===== config.mk =====
export PLATFORM = sky130hd
export DESIGN_NAME = imul_int_mul_iter_param
export DESIGN_NICKNAME = d
export VERILOG_FILES = /design/src/rtl/imul_int_mul_iter_param.sv
export SDC_FILE = /design/constraint.sdc
export NUM_CORES = 1
export LEC_CHECK = 0
export CAP_MARGIN = 30
export CORE_ASPECT_RATIO = 0.5
export CORE_UTILIZATION = 45
export CTS_BUF_LIST = sky130_fd_sc_hd__clkbuf_4 sky130_fd_sc_hd__clkbuf_8 sky130_fd_sc_hd__clkbuf_16
export DETAILED_ROUTE_END_ITERATION = 10
export MAX_ROUTING_LAYER = met4
export PLACE_DENSITY = 0.72
export SETUP_SLACK_MARGIN = 0.5
export SYNTH_ARGS = -nofsm -noshare
export SYNTH_HDL_FRONTEND = slang
export SYNTH_SLANG_ARGS = --single-unit

===== constraint.sdc =====
create_clock -name clk -period 6 [get_ports clk]
set_input_delay 0.6 -clock clk [delete_from_list [all_inputs] [get_ports clk]]
set_output_delay 0.6 -clock clk [all_outputs]
set_load 0.1 [all_outputs]

===== src/rtl/imul_int_mul_iter_param.sv =====
// Iterative shift-add integer multiplier with val/rdy on both sides.
// Signed operands are reduced to magnitudes; the sign is reapplied to the 2N-bit product.
module imul_int_mul_iter_param #(
  parameter int NBITS      = 32,
  parameter int EARLY_TERM = 1
) (
  input  logic               clk,
  input  logic               reset,
  input  logic               recv_val,
  output logic               recv_rdy,
  input  logic [2*NBITS+1:0] recv_msg,
  output logic               send_val,
  input  logic               send_rdy,
  output logic [NBITS-1:0]   send_msg
);

  localparam int CW = (NBITS > 1) ? $clog2(NBITS) : 1;

  typedef enum logic [1:0] {IDLE, CALC, DONE} state_t;

  state_t             state_q, state_d;
  logic [CW-1:0]      cnt_q, cnt_d;
  logic [2*NBITS-1:0] acc_q, acc_d;
  logic [2*NBITS-1:0] a_sh_q, a_sh_d;
  logic [NBITS-1:0]   b_q, b_d;
  logic [NBITS-1:0]   result_q, result_d;
  logic               neg_q, neg_d;
  logic               high_q, high_d;

  logic               sgn_in;
  logic [NBITS-1:0]   a_in, b_in;
  logic [2*NBITS-1:0] acc_sum, prod;
  logic               last;

  always_comb begin
    state_d  = state_q;
    cnt_d    = cnt_q;
    acc_d    = acc_q;
    a_sh_d   = a_sh_q;
    b_d      = b_q;
    result_d = result_q;
    neg_d    = neg_q;
    high_d   = high_q;

    sgn_in  = recv_msg[2*NBITS+1];
    a_in    = recv_msg[2*NBITS-1:NBITS];
    b_in    = recv_msg[NBITS-1:0];
    acc_sum = b_q[0] ? (acc_q + a_sh_q) : acc_q;
    prod    = neg_q ? -acc_sum : acc_sum;
    // Early exit once no set multiplier bits remain beyond the one consumed this cycle.
    last    = (cnt_q == CW'(NBITS - 1)) || ((EARLY_TERM != 0) && ((b_q >> 1) == '0));

    unique case (state_q)
      IDLE: begin
        if (recv_val) begin
          state_d = CALC;
          a_sh_d  = {{NBITS{1'b0}}, ((sgn_in && a_in[NBITS-1]) ? -a_in : a_in)};
          b_d     = (sgn_in && b_in[NBITS-1]) ? -b_in : b_in;
          neg_d   = sgn_in && (a_in[NBITS-1] ^ b_in[NBITS-1]);
          high_d  = recv_msg[2*NBITS];
          acc_d   = '0;
          cnt_d   = '0;
        end
      end
      CALC: begin
        acc_d  = acc_sum;
        a_sh_d = a_sh_q << 1;
        b_d    = b_q >> 1;
        cnt_d  = cnt_q + CW'(1);
        if (last) begin
          state_d  = DONE;
          result_d = high_q ? prod[2*NBITS-1:NBITS] : prod[NBITS-1:0];
        end
      end
      DONE: begin
        if (send_rdy) state_d = IDLE;
      end
      default: state_d = IDLE;
    endcase
  end

  always_comb begin
    recv_rdy = (state_q == IDLE);
    send_val = (state_q == DONE);
    send_msg = result_q & {NBITS{send_val}};
  end

  always_ff @(posedge clk) begin
    if (!reset) begin
      state_q  <= IDLE;
      cnt_q    <= '0;
      acc_q    <= '0;
      a_sh_q   <= '0;
      b_q      <= '0;
      result_q <= '0;
      neg_q    <= 1'b0;
      high_q   <= 1'b0;
    end else begin
      state_q  <= state_d;
      cnt_q    <= cnt_d;
      acc_q    <= acc_d;
      a_sh_q   <= a_sh_d;
      b_q      <= b_d;
      result_q <= result_d;
      neg_q    <= neg_d;
      high_q   <= high_d;
    end
  end

endmodule


## Word level (Yosys, flattened, before mapping)

Cells that the tools add are included.

| word-level totals | value |
|---|---|
| output and inout bits | 34 |
| register bits | 201 |
| logic and storage cells | 49 |

| cells by class | value |
|---|---|
| mux-type cells | 17 |
| bitwise operators | 2 |
| equality and inequality tests | 6 |
| reduce and logical (&&, ||, !) cells | 11 |
| $add $sub $neg | 5 |

Operators with widths:

| cell | number |
|---|---|
| 2-to-1 mux 64 bit | 4 |
| one-hot mux 64 bit (2 select lines) | 2 |
| 2-to-1 mux 32 bit | 4 |
| adder 64 bit | 1 |
| negation 32 bit | 2 |
| negation 64 bit | 1 |
| one-hot mux 32 bit (2 select lines) | 1 |
| AND 32 bit | 1 |
| zero test 32 bit | 1 |
| one-hot mux 5 bit (2 select lines) | 1 |
| 2-to-1 mux 2 bit | 3 |
| one-hot mux 2 bit (3 select lines) | 1 |
| AND reduction 2 bit | 3 |
| adder 5 x 1 -> 5 bit (second input constant) | 1 |
| equality test 5 bit (second input constant) | 1 |
| 2-to-1 mux 5 bit | 1 |
| inequality test 2 bit (second input constant) | 2 |
| logical AND 1 bit | 3 |
| AND reduction 3 bit | 1 |
| equality test 2 x 1 -> 1 bit (second input constant) | 1 |
| equality test 2 bit (second input constant) | 1 |
| zero test 2 bit | 1 |
| inequality test 2 x 1 -> 1 bit (second input constant) | 1 |
| nonzero test 2 bit | 1 |
| other kinds (2) | 2 |

## Longest topological paths before layout

| logic depth | value |
|---|---|
| word-level depth | 5 |
| mapped depth | 18 |

## Least setup slack after synthesis

No wires, ideal clock.

| timing path | value |
|---|---|
| path type | reg2reg |
| start | reg acc_q[0] |
| end | reg result_q[28] |
| arrival | 4222 ps |
| buffers on the path | 0 |
| data required time | 5882 ps |
| library setup time | 118 ps |
| slack | 1660 ps |
| clock period less this slack | 4340 ps |
| cell stages (with the launch flop) | 17 |
| cell sequence | dfxtp_1 ha_1 inv_1 fa_1 nand2b_1 a21oi_2 o31ai_2 a211o_1 a311oi_2 o21ai_1 nor3b_1 or4_1 or4_4 a2111oi_2 mux2i_1 nand2_1 o2111a_1 |

| between the ends | value |
|---|---|
| cells in the longest elaborated chain, start to end | 5 |

RTL lines:

| what | line | source |
|---|---|---|
| start: declaration | 23 | `logic [2*NBITS-1:0] acc_q, acc_d;` |
| start signal: assignment | 92 | `acc_q <= '0;` |
| start signal: assignment | 101 | `acc_q <= acc_d;` |
| adder 64 bit | 48 | `acc_sum = b_q[0] ? (acc_q + a_sh_q) : acc_q;` |
| 2-to-1 mux 64 bit * | 48 |  |
| negation 64 bit | 49 | `prod = neg_q ? -acc_sum : acc_sum;` |
| 2-to-1 mux 64 bit * | 49 |  |
| 2-to-1 mux 32 bit * | 72 | `result_d = high_q ? prod[2*NBITS-1:NBITS] : prod[NBITS-1:0];` |
| end signal: assignment | 104 | `result_q <= result_d;` |
| end: declaration | 26 | `logic [NBITS-1:0] result_q, result_d;` |

Every way passes the cells marked *; elsewhere a longest branch is shown, timed or not.
A chain may end at the register's enable or synchronous reset.

## Worst setup path after layout

| timing path | value |
|---|---|
| start | reg acc_q[0] |
| end | reg result_q[24] |

Same word-level chain as after synthesis.

==> metrics.txt <==
Tmin final 5.24 ns; switching part of the total power 33.0%; slowest stage delay, CP 0.61 ns; Die Y 139 µm; Placer Congestion 1.09; share of the synthesized area in the top cell type 23.7%; mapped cell area 0.0170 mm²; Die ar. 0.0386 mm²; crit path capture type flip-flop; Core Rows 49; Setup Total Neg Slack 0 ns; register share of total power 39.1%; non-filler cells, final 2895; largest family of logic cells by synthesized area compound AO/OA/AOI/OAI gates; initial DRC count 2473; status finished, final reports clean; worst hold-check path type flip-flop to flip-flop; Crit-path slowest cell or4_4; fillers 3617; most common flop cell mapped by yosys dfxtp_1; DP Area 0.0183 mm²; Slew HR 29.8%; Horiz. Die Dim 277 µm; later-pin clock latency in the skew report 0.54 ns; Multi-input gate area 0.0122 mm²; GR Util All Layers 32.0%; critical path's top delay family simple AND/OR/NAND/NOR gates; clock skew 0.0168 ns; Crit Path Max Fanout 8; # DRC 0; Required @ worst endpoint 6.45 ns; Fmax 0.191 GHz; CP Launch Type flip-flop; Synth Area in Compound Gates 31.9%; post-synthesis cell count 2395; total inserted antenna cells 0; fin util 52.2%; first-pass GRT wire length 96.1 mm; Max VDD drop 0.164 mV; Async SR Flop Fraction 0%; hold_buf cts 0; initial antenna violation count 0; Seq. cell area 0.00403 mm²; Post-synth EDFFs 0; mean area per synthesized cell 7.09 µm²; synth warn 0; RSZ-0062 raised after global routing false; final setup violation count 0; critical path class flip-flop to flip-flop; drt first pass iters 6; IO Port Bufs 103; DP HPWL 46.7 mm; CTS tree done; hold_ws 0.466 ns; share of cells above drive strength 1 6.35%; top cells by area, synth dfxtp_1 24%, a21oi_1 7.9%, nand2_1 6.1%; total grt overflow 0; synth-to-layout area growth 12.2%; placed cell count 2852; critical path arrival 5.69 ns; vias per cell 6.51; number of global-route vias before repair 16400; num ports 104; post-synthesis xor/xnor area fraction 4.80%; Unique masters post-synth 91; Pint 2.45 mW; NumNets Final 2536; sw power 1.20 mW; Max Transition Viols Final 0; CTS Buffer Depth 3; logic gate share of total power 22.6%; adder-cell share of the synthesized area 5.13%; synth cell count leaders 274 x nand2_1, 267 x a21oi_1, 228 x nor2_1, 201 x dfxtp_1, 142 x o21ai_0; CORE AREA 0.0365 mm²; simple-gate share of the synthesized area 27.6%; number of CTS-inserted buffers 22; cell area after layout 0.0191 mm²; ANT nets after route 0; maxcap violations 0; Initial Utilization 46.5%; post-synthesis sequential area ratio 23.7%; Worst-Margin Slew 1.04 ns; Final Hold Viols 0; Sinks on Clock Net 201; Leakage 6.93 nW; flops & latches, synth 201; most frequent cell after synthesis nand2_1; Reg clk slew, reported paths 0.07 ns; Final period util 87.3%; largest net degree at the start of global routing 108; crit path cell chain ha_1 -> inv_1 -> fa_1 -> nand2b_1 -> a21oi_2 -> o211ai_1 -> a211oi_2 -> nor4_1 -> nor3_2 -> o21ai_0 -> or4_1 -> or4_4 -> nor3_1 -> mux2_2 -> a221oi_1; post-synthesis mux area share 2.06%; syn_nets 2534; clock power share 38.3%; Critical path buffers and inverters 1; Vias 18800; final WL 62.2 mm; WL/cell 21.5 µm; post-synth top area cell dfxtp_1; H-Tree Depth 1; PwrDens 192 mW/mm²; clock root buffer clkbuf_16
through the flow:
step	total power, mW	setup WS (ns)
after detailed placement	2.24	0.684
after global routing	3.79	0.528
after floorplan	1.99	1.66
after global placement	2.23	0.738
final	3.65	0.759
after CTS	3.63	0.622
kinds of logic after synthesis:
| group | Yosys count |
|---|---|
| muxes | 34 |
| and+or+nand+nor | 953 |
| DFF | 201 |
| buffers and inverters | 203 |
| AOI/OAI and AO/OA | 842 |
| xor gates and xnor gates | 93 |
| adders and majority gates | 69 |
power groups by stage:
stage / Clock, mW / Combinational [mW] / Sequential (mW)
after global placement: 0 / 0.779 / 1.46
final: 1.40 / 0.826 / 1.43
after global routing: 1.47 / 0.888 / 1.43
after floorplan: 0 / 0.552 / 1.43
after detailed placement: 0 / 0.783 / 1.46
after CTS: 1.41 / 0.788 / 1.43
worst min-delay path: cells and delay by family, from the launching register on:
kind	cells	cell delay [ns]
DFF	1	0.32
and+or+nand+nor	1	0.06
AOI/OAI and AO/OA	1	0.05
sequential cells by signal (all words and copies together) (netlist names):
register  cells
high_q        1
neg_q         1
a_sh_q       64
b_q          32
result_q     32
acc_q        64
state_q       2
cnt_q         5
worst paths after layout:
path	startpoint	to	slack, ns	cells after the start
worst max-delay path	acc_q[0]	result_q[24]	0.76	15
worst min-delay path	a_sh_q[34]	a_sh_q[35]	0.47	2
worst max register to register	acc_q[0]	result_q[24]	0.76	15
worst min register to register	a_sh_q[34]	a_sh_q[35]	0.47	2
cell usage in the layout (no fill, tap or decap), types with 17 or more instances in the layout:
| cell type | n |
|---|---|
| nor4_1 | 34 |
| xor2_1 | 40 |
| a221oi_1 | 17 |
| o21a_1 | 33 |
| and2_1 | 50 |
| a21o_1 | 34 |
| o31ai_1 | 21 |
| and4_1 | 17 |
| a211oi_1 | 27 |
| a31oi_1 | 56 |
| nand3_1 | 105 |
| o21ai_1 | 17 |
| o21ai_0 | 142 |
| nor3_1 | 48 |
| clkdlybuf4s50_1 | 103 |
| nand2b_1 | 22 |
| ha_1 | 68 |
| a22oi_1 | 67 |
| o211ai_1 | 32 |
| nor2_1 | 227 |
| a21oi_1 | 267 |
| and3_1 | 29 |
| nand2_1 | 273 |
| inv_1 | 27 |
| xnor2_1 | 53 |
| buf_4 | 47 |
| dfxtp_1 | 199 |
| mux2i_1 | 27 |
| nand4_1 | 50 |
| clkbuf_16 | 22 |
layout make-up:
class	count	area share, %
well taps	484	3.18
flip-flops and latches	201	21.1
clock inverters	7	0.414
clock buffers	31	3.31
inverters	30	0.617
multi-input cells	1991	63.9
repair buffers	151	7.40
repair_timing:
action                                 in CTS  in global routing
endpoints found under the hold margin       0                  0
buffers inserted                            0                  5
resized for setup                           0                  3
setup endpoints to repair                   0                 15
routing by layer:
metal / wire, µm / GRT usage [%] / vias to the layer above / part of all wire (%)
met2: 25500 / 45.8 / 921 / 41
li1: - / - / 8930 / -
met4: 1300 / 6.37 / 0 / 2.1
met3: 6630 / 6.04 / 95 / 11
met5: 0 / - / - / 0
met1: 28800 / 46.4 / 8891 / 46
Note: power is estimated with default switching activity, not from simulation.
